<file path="src/rtl/turn_input_conditioner.sv">
`default_nettype none
// +--------------------------------------------------------------------------+
// | Module      : turn_input_conditioner                                      |
// | Description : Synchronizes and debounces the left/right turn switches,   |
// |               producing clean levels, edge pulses and a 2-bit turn mode. |
// | Revision    : 1.0 - initial release                                       |
// +--------------------------------------------------------------------------+
module turn_input_conditioner #(
    parameter int DEBOUNCE_BITS = 20
) (
    input  logic       clk,
    input  logic       rst,
    input  logic       l_raw,
    input  logic       r_raw,
    output logic       l_clean,
    output logic       r_clean,
    output logic       l_rise,
    output logic       r_rise,
    output logic       l_fall,
    output logic       r_fall,
    output logic [1:0] mode,
    output logic       mode_chg
);

    localparam logic [DEBOUNCE_BITS-1:0] c_cnt_max = '1;

    logic [1:0] w_raw;
    logic [1:0] w_clean;
    logic [1:0] w_rise;
    logic [1:0] w_fall;

    // bit 0 = left channel, bit 1 = right channel
    assign w_raw = {r_raw, l_raw};

    for (genvar i = 0; i < 2; i++) begin : g_chan
        logic                     r_s1;
        logic                     r_s2;
        logic                     r_clean;
        logic                     r_rise;
        logic                     r_fall;
        logic [DEBOUNCE_BITS-1:0] r_cnt;
        logic                     w_commit;

        // Commit only after the counter saturated on an uninterrupted disagreement.
        assign w_commit = (r_s2 != r_clean) && (r_cnt == c_cnt_max);

        always_ff @(posedge clk) begin
            if (rst) begin
                r_s1    <= 1'b0;
                r_s2    <= 1'b0;
                r_clean <= 1'b0;
                r_rise  <= 1'b0;
                r_fall  <= 1'b0;
                r_cnt   <= '0;
            end else begin
                r_s1   <= w_raw[i];
                r_s2   <= r_s1;
                r_rise <= w_commit &&  r_s2;
                r_fall <= w_commit && !r_s2;
                if (r_s2 == r_clean) begin
                    r_cnt <= '0;
                end else if (w_commit) begin
                    r_clean <= r_s2;
                    r_cnt   <= '0;
                end else begin
                    r_cnt <= r_cnt + 1'b1;
                end
            end
        end

        assign w_clean[i] = r_clean;
        assign w_rise[i]  = r_rise;
        assign w_fall[i]  = r_fall;
    end

    logic [1:0] r_mode;
    logic       r_mode_chg;

    always_ff @(posedge clk) begin
        if (rst) begin
            r_mode     <= 2'b00;
            r_mode_chg <= 1'b0;
        end else begin
            r_mode     <= w_clean;
            r_mode_chg <= (w_clean != r_mode);
        end
    end

    assign l_clean  = w_clean[0];
    assign r_clean  = w_clean[1];
    assign l_rise   = w_rise[0];
    assign r_rise   = w_rise[1];
    assign l_fall   = w_fall[0];
    assign r_fall   = w_fall[1];
    assign mode     = r_mode;
    assign mode_chg = r_mode_chg;

endmodule
`default_nettype wire

</file>
<file path="config.mk">
export PLATFORM = sky130hd
export DESIGN_NAME = turn_input_conditioner
export DESIGN_NICKNAME = d
export VERILOG_FILES = /design/src/rtl/turn_input_conditioner.sv
export SDC_FILE = /design/constraint.sdc
export NUM_CORES = 1
export LEC_CHECK = 0
export ABC_AREA = 1
export BUFFER_PORTS_ARGS = -buffer_cell sky130_fd_sc_hd__buf_4
export CAP_MARGIN = 30
export CORE_UTILIZATION = 54
export CTS_CLUSTER_SIZE = 10
export DETAILED_ROUTE_END_ITERATION = 8
export PLACE_DENSITY = 0.81
export SKIP_CTS_REPAIR_TIMING = 1
export SYNTH_ARGS = -nofsm -noshare
export SYNTH_HDL_FRONTEND = slang
export SYNTH_SLANG_ARGS = --single-unit
</file>
<file path="constraint.sdc">
create_clock -name clk -period 1.2 [get_ports clk]
set_input_delay 0.06 -clock clk [delete_from_list [all_inputs] [get_ports clk]]
set_output_delay 0.06 -clock clk [all_outputs]
set_load 0.05 [all_outputs]
</file>
==> results.sh <==
export IMPL_status="finished with violations"
export IMPL_failed_checks="negative setup slack"
export IMPL_drv_slew=0
export IMPL_rows=23
export IMPL_multi_input_area_um2=1411
export IMPL_swShare=0.2450
export IMPL_cts_path_max_buffers=2
export IMPL_synth_mux_area_frac=0
export IMPL_clkTransAtPathRegs_ns=0.11
export IMPL_crit_family="simple AND/OR/NAND/NOR gates"
export IMPL_synth_most_common_cell="nand2_1"
export IMPL_synth_compound_gate_area_share=0.04033
export IMPL_path_class="flop to flop"
export IMPL_async_flop_share=0
export IMPL_cp_start_kind="flop"
export IMPL_grt_pass1_wl_mm=7.997
export IMPL_pwr_share_seq=0.597
export IMPL_synth_seq_cells=53
export IMPL_portBuffers=12
export IMPL_nNetsFinal=402
export IMPL_antenna_left=0
export IMPL_synth_top_cell_area_share=0.4385
export IMPL_die_x_um=68.94
export IMPL_synthTopCellsByCount="71 x nand2_1, 66 x nor2_1, 53 x dfxtp_1"
export IMPL_rsz0062_at_grt="true"
export IMPL_path_cells="nand2_2, inv_1, nand2_1, nor2_4, nand3_2, nand3_4, clkbuf_16, nor2_1"
export IMPL_regArea_um2=1105
export IMPL_grt_pass1_vias=1974
export IMPL_io_pins=13
export IMPL_route_detailed_drc=0
export IMPL_area_growth_pct=40.80
export IMPL_synthTopCellsByArea="dfxtp_1 44%, nand2_1 11%, nor2_1 10%, inv_1 5.4%, xnor2_1 5.4%"
export IMPL_max_vdd_ir_drop_mv=0.8082
export IMPL_drt_iter0_markers=181
export IMPL_hp_class="input pin to flop"
export IMPL_holdWs_ns=0.2075
export IMPL_arrival_ns=1.67
export IMPL_switching_power_uw=724.6
export IMPL_p_per_area_nw_per_um2=868.2
export IMPL_clock_skew_ns=0.01373
export IMPL_synth_cell_type_count=25
export IMPL_setup_violations_final=45
export IMPL_synth_xor_area_frac=0.09411
export IMPL_ys_warnings_count=0
export IMPL_slowest_stage="dfxtp_2"
export IMPL_min_period_over_period=1.200
export IMPL_viasPerCell=5.465
export IMPL_yosys_area_share_simple=0.3444
export IMPL_grt_usage=0.2271
export IMPL_fillers=233
export IMPL_synth_net_count=334
export IMPL_hpwl_mm=3.697
export IMPL_cts_root_buf="clkbuf_8"
export IMPL_numCtsBuffers=5
export IMPL_cts_tree="built"
export IMPL_combPwrFrac=0.031
export IMPL_leakagePower_uw=0.001355
export IMPL_hold_viol=0
export IMPL_cp_end_kind="flop"
export IMPL_antenna_cells=0
export IMPL_core_area_um2=4144
export IMPL_ys_seq_area_frac=0.4385
export IMPL_reg2reg_setup_slack_ns=-0.24
export IMPL_synthFlopType="dfxtp_1"
export IMPL_die_area_um2=4753
export IMPL_cts_sinks=53
export IMPL_fin_crit_ns=1.440
export IMPL_wirelength_mm=7.447
export IMPL_yosysTopAreaCell="dfxtp_1"
export IMPL_avgSynthCellArea_um2=7.378
export IMPL_critPathMaxStageDelay_ns=0.37
export IMPL_fin_util=0.8222
export IMPL_cp_required_ns=1.43
export IMPL_grt_max_degree=21
export IMPL_setup_slack_ns=-0.2404
export IMPL_syn_area_um2=2420
export IMPL_route_vias_total=2443
export IMPL_p_int_uw=2233
export IMPL_synth_fa_ha_area_frac=0.01034
export IMPL_wire_per_inst_um=16.66
export IMPL_clkPwrFrac=0.372
export IMPL_drv_cap=0
export IMPL_gp_congestion=0.8500
export IMPL_dr_pass1_iters=4
export IMPL_antenna_found_initial=0
export IMPL_synth_top_family_by_area="simple AND/OR/NAND/NOR gates"
export IMPL_synth_edf_count=0
export IMPL_clock_fmax_ghz=0.6942
export IMPL_worst_pin_slew_ns=0.3286
export IMPL_htree_levels=2
export IMPL_path_max_fanout=5
export IMPL_overflow=0
export IMPL_clock_latency_ns=0.33
export IMPL_max_slew_margin=0.7786
export IMPL_synthCells=328
export IMPL_die_h_um=68.94
export IMPL_layout_drive_gt1_share=0.4030
export IMPL_cp_num_buf_inv=2
export IMPL_start_util=0.5839
==> metrics by stage <==
stage                     setup TNS [ns]  instance area (um^2)  instances  total power [uW]  worst slack, ns
final                             -7.767                  3407        447              2958          -0.2404
after detailed placement          -4.317                  2880        422              1862          -0.1348
after global placement            -1.846                  2880        422              1860         -0.09079
after CTS                         -4.835                  2974        430              2906          -0.1542
after global routing              -11.56                  3407        447              3012          -0.3397
after floorplan               -0.0004260                  2475        328              1843       -0.0004260
==> placed cells by master (no fill, tap or decap), types with 3 or more instances in the layout <==
cell type      instances
xor2_1                 9
nand3_1                9
dlygate4sd3_1          5
dfxtp_4                3
or2_0                  4
dfxtp_1               24
dfxtp_2               26
nand2_4                3
nand2_2                8
nand3_4                6
clkbuf_8               5
nor2_2                13
xnor2_1               15
nand2_1               62
nor2_1                56
nand3_2                8
nand4_1                3
buf_6                  5
inv_2                  5
nor2_4                 7
buf_4                 52
inv_1                 31
a21oi_1               10
==> worst min-delay path: stages <==
cell and delay, ns:
buf_4 0.11, inv_1 0.15, nand3_2 0.12, nand2_1 0.05
==> layout make-up <==
type                    count  area share
well taps                  50     0.01836
flip-flops and latches     53      0.3243
multi-input cells         232      0.4142
clock inverters             3    0.007345
inverters                  38     0.04333
repair buffers             66      0.1722
clock buffers               5     0.02020
==> state kept, by name (all words and copies together) (netlist names) <==
| name | cells |
|---|---|
| r_fall | 1 |
| mode_chg | 1 |
| r_rise | 1 |
| mode | 2 |
| r_clean | 1 |
| g_chan.r_cnt | 40 |
| g_chan.r_s1 | 2 |
| g_chan.r_s2 | 2 |
| l_rise | 1 |
| l_fall | 1 |
| l_clean | 1 |
==> logic make-up after synthesis <==
kind of cell               count (synthesis)
DFF                                       53
buffers and inverters                     43
AOI/OAI and AO/OA                         17
adders and majority gates                  2
xor gates and xnor gates                  26
and+or+nand+nor                          187
==> worst paths after layout <==
kind,start,to,cells after the start
max,g_chan[0].r_cnt[4]$_SDFF_PP0_,g_chan[0].r_cnt[6]$_SDFF_PP0_,8
min,rst,l_clean$_SDFFE_PP0P_,4
max reg2reg,g_chan[0].r_cnt[4]$_SDFF_PP0_,g_chan[0].r_cnt[6]$_SDFF_PP0_,8
min reg2reg,g_chan[0].r_s1$_SDFF_PP0_,g_chan[0].r_s2$_SDFF_PP0_,2
==> power groups by stage <==
stage          Sequential, uW  Combinational (uW)  Clock, uW
6_report                 1770                91.8       1100
5_1_grt                  1770                95.3       1150
4_1_cts                  1770                52.9       1080
3_5_place_dp             1810                53.0          0
3_3_place_gp             1810                51.6          0
2_1_floorplan            1810                33.4          0
==> per-layer routing <==
metal,vias up,wire (um),global-route usage
met5,-,0,0
met4,0,447,0.09184
met3,46,413,0.04934
met2,109,3907,0.4175
met1,1146,2678,0.2495
li1,1142,-,-
No activity file was read; power rests on OpenSTA's default activity.
